[src/rtl/load_store_unit.sv]
// load_store_unit
//   Memory-stage initiator for a word-addressed data memory. Takes one
//   load/store at a time over a valid/ready handshake, converts the byte
//   address into a word index, extracts and extends sub-word loads, and
//   performs read-modify-write for byte/half stores (the memory only writes
//   whole words). Every request gets exactly one response; misaligned,
//   illegal-size or out-of-range requests respond with a fault and never
//   touch memory. Byte order is big-endian (offset 0 = bits [31:24]).
//
// Ports
//   clk, rst           clock, synchronous active-high reset
//   req_valid/ready    request handshake; ready is high only when idle
//   req_write          1 = store, 0 = load
//   req_size           00 byte, 01 half, 10 word, 11 illegal
//   req_unsigned       loads: 1 = zero-extend, 0 = sign-extend
//   req_addr           byte address
//   req_wdata          store data, right-justified
//   resp_valid         one-cycle response pulse
//   resp_data          load result (0 for stores and faults)
//   resp_fault         request faulted
//   mem_address        word index presented to memory
//   mem_write_enable   whole-word write strobe
//   mem_data_in        memory write data
//   mem_data_out       memory read data (registered read)
module load_store_unit #(
   parameter int MEM_WORDS = 32
) (
   input  logic        clk,
   input  logic        rst,
   input  logic        req_valid,
   output logic        req_ready,
   input  logic        req_write,
   input  logic [1:0]  req_size,
   input  logic        req_unsigned,
   input  logic [31:0] req_addr,
   input  logic [31:0] req_wdata,
   output logic        resp_valid,
   output logic [31:0] resp_data,
   output logic        resp_fault,
   output logic [31:0] mem_address,
   output logic        mem_write_enable,
   output logic [31:0] mem_data_in,
   input  logic [31:0] mem_data_out
);

   typedef enum logic [2:0] {IDLE, RD_ISSUE, RD_WAIT, WR_ISSUE, DONE} state_t;

   localparam logic [31:0] MEM_WORDS_W = 32'(MEM_WORDS);

   state_t      state_q, state_d;
   logic        write_q, write_d;
   logic [1:0]  size_q, size_d;
   logic        unsigned_q, unsigned_d;
   logic [1:0]  off_q, off_d;
   logic [31:0] wdata_q, wdata_d;

   logic        req_ready_q, req_ready_d;
   logic        resp_valid_q, resp_valid_d;
   logic [31:0] resp_data_q, resp_data_d;
   logic        resp_fault_q, resp_fault_d;
   logic [31:0] mem_address_q, mem_address_d;
   logic        mem_we_q, mem_we_d;
   logic [31:0] mem_data_in_q, mem_data_in_d;

   logic        accept;
   logic        req_fault;
   logic [7:0]  lane_byte [4];
   logic [31:0] st_merge;
   logic [7:0]  ld_byte;
   logic [15:0] ld_half;
   logic [31:0] ld_value;

   assign accept = req_valid && req_ready_q;

   always_comb begin
      req_fault = 1'b0;
      if (req_size == 2'b11)                          req_fault = 1'b1;
      if (req_size == 2'b01 && req_addr[0])           req_fault = 1'b1;
      if (req_size == 2'b10 && req_addr[1:0] != 2'b00) req_fault = 1'b1;
      if ({2'b00, req_addr[31:2]} >= MEM_WORDS_W)      req_fault = 1'b1;
   end

   // Per-lane view of the read word and the merged store word. A lane is
   // overwritten when it is the addressed byte, or one of the two bytes of
   // the addressed half (high byte of the half lands in the even lane).
   genvar gi;
   generate
      for (gi = 0; gi < 4; gi++) begin : g_lane
         localparam logic [1:0] LANE = 2'(gi);
         logic lane_hit;
         logic [7:0] lane_wbyte;
         assign lane_byte[gi] = mem_data_out[31-8*gi -: 8];
         assign lane_hit = (size_q == 2'b00 && off_q == LANE) ||
                           (size_q == 2'b01 && off_q[1] == LANE[1]);
         assign lane_wbyte = (size_q == 2'b01 && !LANE[0]) ? wdata_q[15:8] : wdata_q[7:0];
         assign st_merge[31-8*gi -: 8] = lane_hit ? lane_wbyte : lane_byte[gi];
      end
   endgenerate

   assign ld_byte = lane_byte[off_q];
   assign ld_half = off_q[1] ? mem_data_out[15:0] : mem_data_out[31:16];

   always_comb begin
      case (size_q)
         2'b00:   ld_value = unsigned_q ? {24'd0, ld_byte} : {{24{ld_byte[7]}}, ld_byte};
         2'b01:   ld_value = unsigned_q ? {16'd0, ld_half} : {{16{ld_half[15]}}, ld_half};
         default: ld_value = mem_data_out;
      endcase
   end

   always_comb begin
      state_d       = state_q;
      write_d       = write_q;
      size_d        = size_q;
      unsigned_d    = unsigned_q;
      off_d         = off_q;
      wdata_d       = wdata_q;
      resp_data_d   = resp_data_q;
      resp_fault_d  = resp_fault_q;
      mem_address_d = mem_address_q;
      mem_data_in_d = mem_data_in_q;

      case (state_q)
         IDLE: begin
            if (accept) begin
               write_d      = req_write;
               size_d       = req_size;
               unsigned_d   = req_unsigned;
               off_d        = req_addr[1:0];
               wdata_d      = req_wdata;
               resp_data_d  = 32'd0;
               resp_fault_d = 1'b0;
               if (req_fault) begin
                  resp_fault_d = 1'b1;
                  state_d      = DONE;
               end else if (req_write && req_size == 2'b10) begin
                  mem_address_d = {2'b00, req_addr[31:2]};
                  mem_data_in_d = req_wdata;
                  state_d       = WR_ISSUE;
               end else begin
                  mem_address_d = {2'b00, req_addr[31:2]};
                  state_d       = RD_ISSUE;
               end
            end
         end
         RD_ISSUE: state_d = RD_WAIT;
         RD_WAIT: begin
            if (write_q) begin
               mem_data_in_d = st_merge;
               state_d       = WR_ISSUE;
            end else begin
               resp_data_d = ld_value;
               state_d     = DONE;
            end
         end
         WR_ISSUE: state_d = DONE;
         DONE:     state_d = IDLE;
         default:  state_d = IDLE;
      endcase

      // Handshake and strobe outputs are registered copies of the next state.
      req_ready_d  = (state_d == IDLE);
      resp_valid_d = (state_d == DONE);
      mem_we_d     = (state_d == WR_ISSUE);
   end

   always_ff @(posedge clk) begin
      if (rst) begin
         state_q       <= IDLE;
         write_q       <= 1'b0;
         size_q        <= 2'b00;
         unsigned_q    <= 1'b0;
         off_q         <= 2'b00;
         wdata_q       <= 32'd0;
         req_ready_q   <= 1'b1;
         resp_valid_q  <= 1'b0;
         resp_data_q   <= 32'd0;
         resp_fault_q  <= 1'b0;
         mem_address_q <= 32'd0;
         mem_we_q      <= 1'b0;
         mem_data_in_q <= 32'd0;
      end else begin
         state_q       <= state_d;
         write_q       <= write_d;
         size_q        <= size_d;
         unsigned_q    <= unsigned_d;
         off_q         <= off_d;
         wdata_q       <= wdata_d;
         req_ready_q   <= req_ready_d;
         resp_valid_q  <= resp_valid_d;
         resp_data_q   <= resp_data_d;
         resp_fault_q  <= resp_fault_d;
         mem_address_q <= mem_address_d;
         mem_we_q      <= mem_we_d;
         mem_data_in_q <= mem_data_in_d;
      end
   end

   assign req_ready        = req_ready_q;
   assign resp_valid       = resp_valid_q;
   assign resp_data        = resp_data_q;
   assign resp_fault       = resp_fault_q;
   assign mem_address      = mem_address_q;
   assign mem_write_enable = mem_we_q;
   assign mem_data_in      = mem_data_in_q;

endmodule

[config.mk]
export PLATFORM = sky130hd
export DESIGN_NAME = load_store_unit
export DESIGN_NICKNAME = d
export VERILOG_FILES = /design/src/rtl/load_store_unit.sv
export SDC_FILE = /design/constraint.sdc
export NUM_CORES = 1
export LEC_CHECK = 0
export ABC_AREA = 0
export CORE_ASPECT_RATIO = 0.8
export CORE_MARGIN = 8
export CORE_UTILIZATION = 40
export CTS_BUF_LIST = sky130_fd_sc_hd__clkbuf_4 sky130_fd_sc_hd__clkbuf_8
export DETAILED_ROUTE_END_ITERATION = 6
export PLACE_DENSITY_LB_ADDON = 0.12
export SLEW_MARGIN = 20
export SYNTH_ARGS = -nofsm -noshare
export SYNTH_HDL_FRONTEND = slang
export SYNTH_SLANG_ARGS = --single-unit
[constraint.sdc]
create_clock -name clk -period 3.9 [get_ports clk]
set_input_delay 0.78 -clock clk [delete_from_list [all_inputs] [get_ports clk]]
set_output_delay 0.78 -clock clk [all_outputs]
set_load 0.02 [all_outputs]
# --- Yosys cells after proc, flatten, opt, wreduce, memory -nomap -nowiden ---
# Index checks and enable logic that the tools add are counted.
totals:
  ram_bits: 0
  latch_bits: 0
  memories: 0
  regBits: 123
  in_bits: 103
  elab_cells: 89
  mem_bits_ro: 0
op_classes:
  mux: 30
  reduce_logical: 24
  n_shift: 0
  n_bitwise: 3
  eq_ne: 17
  n_lt_le_gt_ge: 2
  n_mul: 0
  div_mod_pow: 0
  add_sub_neg: 0
op_table:
  columns: ["op", "n"]
  rows:
  - ["$mux 32", 8]
  - ["$pmux 32 s2", 3]
  - ["$mux 8", 7]
  - ["$ge 30x6->1 const B", 1]
  - ["$bmux 8 s2", 1]
  - ["$mux 16", 1]
  - ["$pmux 3 s4", 1]
  - ["$logic_and 1x1->1", 10]
  - ["$ne 2x2->1 const B", 5]
  - ["$eq 3x2->1 const B", 3]
  - ["$mux 3", 3]
  - ["$eq 2x2->1 const B", 4]
  - ["$eq 2x1->1 const B", 3]
  - ["$logic_not 3->1", 2]
  - ["$reduce_and 3->1", 2]
  - ["$mux 1", 5]
  - ["$reduce_and 5->1", 1]
  - ["$logic_not 2->1", 2]
  - ["$logic_or 1x1->1", 4]
  - ["$reduce_bool 2->1", 2]
  - ["$eq 3x1->1 const B", 1]
  - ["$eq 3x3->1 const B", 1]
  - ["$ge 3x3->1 const B", 1]
  - ["$not 2->3", 1]
  - ["other kinds (3)", 4]

# --- Depth between registers and ports, before layout ---
# Gate-level depths: netlist of the first run.
logic_depth:
  depth_word: 9
  mapped_depth: 9
  mapped_depth_nobuf: 5

# --- Worst setup path before layout of the first run ---
# No wires, ideal clock.
synth_path:
  kind: "input -> register"
  start: "input req_valid"
  end: "register mem_data_in_q[24], in the netlist mem_data_in[24]"
  required_ps: 3767
  setup_slack_ps: 1382
  arrival_time_ps: 2385
  n_path_buf: 3
  setup_time_ps: 133
  path_stages: 8
  cell_sequence: "nand2_1 > or3_1 > clkbuf_1 > or4_1 > buf_2 > o21ai_4 > buf_6 > a311oi_1"
synth_via:
  elab_chain_cells: 3
synth_lines:
  columns: ["element", "line", "rtl"]
  rows:
  - ["start, declared", "30", "input logic req_valid,"]
  - ["$logic_and 1x1->1", "73", "assign accept = req_valid && req_ready_q;"]
  - ["$ne 2x2->1 (no line)", null, null]
  - ["$reduce_and 5->1 (no line)", null, null]
  - ["end signal, assigned", "195", "mem_data_in_q <= mem_data_in_d;"]
  - ["end, declared", "63", "logic [31:0] mem_data_in_q, mem_data_in_d;"]
# Every way passes these cells.
# A chain may end at the register's enable or synchronous reset.

# --- Worst setup path in the final report of the first run ---
layout_path:
  start: "input req_addr[16]"
  end: "register mem_data_in_q[6], in the netlist mem_data_in[6]"
layout_via:
  elab_chain_cells: 4
layout_lines:
  columns: ["element", "line", "rtl"]
  rows:
  - ["start, declared", "35", "input logic [31:0] req_addr,"]
  - ["$ge 30x6->1", "80", "if ({2'b00, req_addr[31:2]} >= MEM_WORDS_W) req_fault = 1'b1;"]
  - ["$mux 1", "80", null]
  - ["$ne 2x2->1 (no line)", null, null]
  - ["$reduce_and 5->1 (no line)", null, null]
# Every way passes these cells.

==> results of run 1 <==
[kinds of logic (layout without fill, tap and decap cells)]
kind of cell           after synthesis  after routing  share of synthesized area (%)
DFF                                123            123                           43.9
AOI/OAI and AO/OA                  228            228                           27.1
and+or+nand+nor                    234            234                           19.1
muxes                               22             22                           4.18
other                                1              2                         0.0669
buffers and inverters               74            251                           5.54
[metal layers]
layer	track usage (%)	vias up	routed length, um
met3	7.12	30	1680
met4	8.65	0	371
met1	28.0	2766	8870
met2	35.3	276	9580
met5	0	-	0
li1	-	2823	-
[synthesized netlist by cell type, drive strengths merged (9+ instances only)]
cell type,instances,area share [%]
nand3,23,2.1
buf,9,1.2
and3,25,2.8
mux2i,20,3.6
a22o,21,3.3
clkbuf,62,4.2
nand2,102,6.8
a21oi,63,5.6
nor2,39,2.6
a311o,17,3.0
o21ai,72,6.6
dfxtp,123,44
a311oi,33,5.2
nor3,20,1.8
[worst max-delay path by stage]
stage                     cells past startpoint                           end          from
after floorplan                               8  mem_data_in[24]$_SDFFE_PP0P_     req_valid
after global placement                        7   mem_data_in[7]$_SDFFE_PP0P_  req_addr[12]
after detailed placement                      7   mem_data_in[6]$_SDFFE_PP0P_  req_addr[16]
after CTS                                     7   mem_data_in[6]$_SDFFE_PP0P_  req_addr[16]
after global routing                          7   mem_data_in[6]$_SDFFE_PP0P_  req_addr[16]
final                                         7   mem_data_in[6]$_SDFFE_PP0P_  req_addr[16]
[flip-flops by register name (all words and copies together), names as in the netlist]
register          count
write_q               1
off_q                 2
mem_write_enable      1
req_ready             1
state_q               3
size_q                2
unsigned_q            1
resp_data            32
resp_fault            1
mem_address          30
mem_data_in          32
resp_valid            1
wdata_q              16
[final cells by class]
class | instances | area (um^2) | area share, %
inverters | 3 | 11.3 | 0.139
well taps | 180 | 225 | 2.77
clock buffers | 18 | 241 | 2.97
clock inverters | 14 | 219 | 2.69
flip-flops and latches | 123 | 2460 | 30.3
multi-input cells | 486 | 2850 | 35.1
repair buffers | 216 | 2120 | 26.0
[worst max-delay path: stages]
cell             delay, ns
clkdlybuf4s50_1       0.41
nor4_1                0.27
o211ai_1              0.31
or4_1                 0.63
o21ai_4               0.50
buf_4                 0.29
o21ai_0               0.12
[per-stage QoR]
step | power, mW | instance area, um^2 | util, % | std cells | setup WS [ns]
global placement | 1.70 | 7670 | 56.2 | 1008 | 0.574
detailed placement | 1.71 | 7670 | 56.2 | 1008 | 0.499
global route | 3.11 | 8130 | 59.6 | 1040 | 0.877
floorplan | 1.52 | 5610 | - | 683 | 1.38
finish | 2.99 | 8130 | 59.6 | 1040 | 0.906
CTS | 3.01 | 8130 | 59.6 | 1040 | 0.986
[report_power, final]
part / switching, mW / internal [mW] / total (mW)
registers: 0.0284 / 1.27 / 1.30
logic: 0.205 / 0.180 / 0.386
clock network: 0.536 / 0.770 / 1.31
[placed cells by master (no fill, tap or decap), types with 7 or more instances in the layout]
| cell type | instances |
|---|---|
| mux2i_1 | 20 |
| a221o_1 | 7 |
| a22oi_1 | 7 |
| a22o_1 | 21 |
| clkdlybuf4s50_1 | 199 |
| a21oi_1 | 63 |
| and3_1 | 25 |
| o21ai_0 | 71 |
| a311o_1 | 17 |
| nand2_1 | 102 |
| dfxtp_1 | 123 |
| buf_4 | 16 |
| nor2_1 | 39 |
| nand3_1 | 23 |
| nor3_1 | 19 |
| clkbuf_8 | 17 |
| a311oi_1 | 33 |
==> flow_summary.toml, run 1 <==
[timing]
post-route-period-util_pct = 76.8
fmax_mhz = 334
worst_pin_slew_ns = 1.05
period_minus_slack_ns = 2.99
skew_ns = 0.0101
slew_viol_final = 0
hold_violations = 0
setup_viol = 0
rsz0062_at_grt = "false"
hold_slack_ns = 0.459
setup_tns_ns = 0
slew_headroom_pct = 29.3

[cts]
clk_pin_slew_worst_paths_ns = 0.08
htreeDepth = 4
cts_tree = "yes"
clock_sinks = 123
cts-resized-gates = 0
clockBufferDepth = 2
ctsRootBufferMaster = "clkbuf_8"
holdBufCountCts = 0
post-cts-setup-buffer-count = 0
cts-buffers-inserted = 17
worstSkewPairLatency_ns = 0.45

[critical_path]
rr_endpoint = "mem_data_in[6]$_SDFFE_PP0P_"
crit_path_end_kind = "register"
regToRegSetupSlack_ns = 1.20
cp_max_fo = 17
cp_data_required_time_ns = 4.22
start_kind = "primary input"
r2r-start = "state_q[2]$_SDFF_PP0_"
arrival_ns = 3.31
reg2reg_depth = 6
path_class = "in2reg"

[hold_path]
holdPathStages = 2
hold_path_class = "reg2reg"
worstHoldStart = "wdata_q[13]$_SDFFE_PP0P_"
hold_end = "wdata_q[13]$_SDFFE_PP0P_"

[global_routing]
grt_pass1_vias = 5936
grt_pass1_wl_um = 31600
overflow = 0
antenna_found_initial = 0
grt_max_degree = 46
track_usage_pct = 22.3

[drt]
post_drt_wl_per_cell_um = 19.7
dr.first_iter.drc_count = 756
ant_nets = 0
wl_um = 20500
remaining_drc_errors = 0
drt_first_pass_iters = 6
viasPerCell = 5.67
via_count = 5895

[power_and_ir_drop]
vdd_drop_max_uv = 251
power_leakage_nw = 3.00
power_density_mw_per_mm2 = 368

[floorplan]
initial_core_util_pct = 41.1
coreArea_mm2 = 0.0136
rows = 38
ioPinCount = 203
die_w_um = 148
die_h_um = 122
die_area_mm2 = 0.0181

[synth]
ys_ff_latch = 123
synthArstFlopShare_pct = 0
ys_warn_count = 0
yosysSeqAreaShare_pct = 43.9
synth_cell_types = 46
syn_area_per_cell_um2 = 8.22
syn_area_mm2 = 0.00560
synth_edf_count = 0
synth-main-ff-cell = "dfxtp_1"
synthCells = 682

[place]
port_buffers = 200
place.gp.congestion = 0.876
hpwl_um = 15700

[outcome]
status = "finished clean"

[finish]
fillers = 1197
nets = 950
antenna_cells = 0
drive_gt1_share_pct = 6.86
area_delta_synth_final_pct = 45.1

[flow_run]
cap_viol_max_count = 0
Note: power is estimated with default switching activity, not from simulation.
==> inputs of run 2 (changes only) <==
Clock period 3.9 ns to 2.4 ns, I/O delays scaled along.
==> flow_summary.toml, run 2 (same netlist as run 1, synthesis figures left out) <==
[power_and_ir_drop]
switching_share_pct = 25.1
comb_power_share_pct = 14.3
vdd_drop_max_uv = 382
internal_power_mw = 3.50
power_density_mw_per_mm2 = 563
p_seq_share_pct = 45.1
power_frac_clock_pct = 40.5
power_leakage_nw = 3.12
p_switching_mw = 1.17

[place]
hpwl_um = 15700
place.gp.congestion = 0.904
dp.cells = 1029
place_area_mm2 = 0.00788
port_buffers = 200

[finish]
final_cell_mix = "clkdlybuf4s50_1 (199), dfxtp_1 (123), nand2_1 (102), o21ai_0 (71), a21oi_1 (62)"
area_delta_synth_final_pct = 48.0
drive_gt1_share_pct = 9.10
design_area_mm2 = 0.00829
layout_commonest_cell = "clkdlybuf4s50_1"
final_util_pct = 60.8
layout.cells.non_filler = 1060
nets = 971

[critical_path]
worst-path-buf-inv = 1
slowest_delay_ns = 0.60
path_class = "reg2reg"
crit_chain = "or2_1 > or3_1 > or4_4 > buf_12 > a211oi_2 > a21boi_1"
cp_max_fo = 33
regToRegSetupSlack_ns = 0.13
start_kind = "register"
crit_path_end_kind = "register"
arrival_ns = 2.62
worst_path_dominant_cell_family = "simple AND/OR/NAND/NOR gates"
crit_slowest_cell = "or4_4"
cp_data_required_time_ns = 2.75

[drt]
wl_um = 20800
via_count = 5980
drt_first_pass_iters = 6
post_drt_wl_per_cell_um = 19.7
remaining_drc_errors = 0
ant_nets = 0
dr.first_iter.drc_count = 626
viasPerCell = 5.64

[cts]
worstSkewPairLatency_ns = 0.43
ctsRootBufferMaster = "clkbuf_8"
clock_sinks = 123
post-cts-setup-buffer-count = 0
clockBufferDepth = 2
clk_pin_slew_worst_paths_ns = 0.07
cts-buffers-inserted = 17
cts_tree = "yes"
htreeDepth = 4

[floorplan]
die_area_mm2 = 0.0181
coreArea_mm2 = 0.0136
die_h_um = 122
rows = 38
ioPinCount = 203
die_w_um = 148
initial_core_util_pct = 41.1

[global_routing]
grt_pass1_vias = 5838
overflow = 0
grt_pass1_wl_um = 31900
track_usage_pct = 22.5
antenna_found_initial = 1
grt_max_degree = 43

[timing]
skew_ns = 0.00827
slew_viol_final = 0
slew_headroom_pct = 28.0
post-route-period-util_pct = 94.5
period_minus_slack_ns = 2.27
worst_pin_slew_ns = 1.08
rsz0062_at_grt = "false"
fmax_mhz = 441
setup_viol = 0
hold_violations = 0

[hold_path]
hold_path_class = "reg2reg"

[flow_run]
cap_viol_max_count = 0

[outcome]
status = "finished clean"
==> run 2: cell count changes in the layout (fill, tap and decap cells not counted), sizes merged <==
cell,before,now
clkinv,4,5
clkbuf,18,22
diode,0,1
buf,17,38
bufinv,5,3
clkinvlp,5,1
inv,3,2
==> run 2: path summary, 6_finish.rpt <==
kind | from | depth (start not counted) | end
setup / recovery | state_q[2]$_SDFF_PP0_ | 6 | mem_write_enable$_SDFF_PP0_
hold / removal | resp_data[21]$_SDFFE_PP0P_ | 2 | resp_data[21]$_SDFFE_PP0P_
setup reg to reg | state_q[2]$_SDFF_PP0_ | 6 | mem_write_enable$_SDFF_PP0_
hold reg to reg | resp_data[21]$_SDFFE_PP0P_ | 2 | resp_data[21]$_SDFFE_PP0P_
==> run 2: repair_timing <==
item,CTS,global route
hold buffers,0,0
setup endpoints to repair,0,1
hold endpoints to repair,0,0
gates resized for setup,0,1
==> run 2: metal layers <==
metal / track usage [%] / vias up / share of wire (%)
met5: 0 / - / 0
met4: 7.63 / 0 / 1.8
met3: 6.23 / 29 / 8.8
met2: 35.8 / 286 / 47
met1: 29.0 / 2806 / 43
li1: - / 2859 / -
==> run 2: power by group through the flow <==
| stage | registers, mW | logic [mW] | clock network (mW) |
|---|---|---|---|
| floorplan | 2.14 | 0.337 | 0 |
| global placement | 2.15 | 0.642 | 0 |
| detailed placement | 2.15 | 0.655 | 0 |
| CTS | 2.10 | 0.658 | 1.93 |
| global route | 2.11 | 0.717 | 2.03 |
| finish | 2.11 | 0.670 | 1.89 |
==> run 2: cell type report <==
| class | instances | area, um^2 |
|---|---|---|
| flip-flops and latches | 123 | 2460 |
| clock buffers | 22 | 290 |
| diodes | 1 | 2.50 |
| fillers | 1154 | 5350 |
| well taps | 180 | 225 |
| multi-input cells | 486 | 2860 |
| clock inverters | 8 | 118 |
| repair buffers | 237 | 2320 |
| inverters | 3 | 11.3 |
==> run 2: tightest hold or removal path: cells and delay by family, from the launching register on <==
| kind | cells | cell delay, ns |
|---|---|---|
| simple gates | 1 | 0.05 |
| flops | 1 | 0.31 |
| compound gates | 1 | 0.05 |
==> run 2: through the flow <==
stage	hold slack [ns]	setup TNS, ns	setup WS [ns]	power [mW]
floorplan	0.436	0	0.100	2.48
global placement	0.441	-13.96	-0.275	2.79
detailed placement	0.445	-19.07	-0.407	2.81
CTS	0.437	0	0.0856	4.69
global route	0.473	0	0.0165	4.85
finish	0.452	0	0.133	4.67
==> inputs of run 3 (changes only) <==
Settings changed: CAP_MARGIN set to 15.
==> results of run 3 <==
Same layout as run 2: the final DEF is identical, and so are final timing and power.
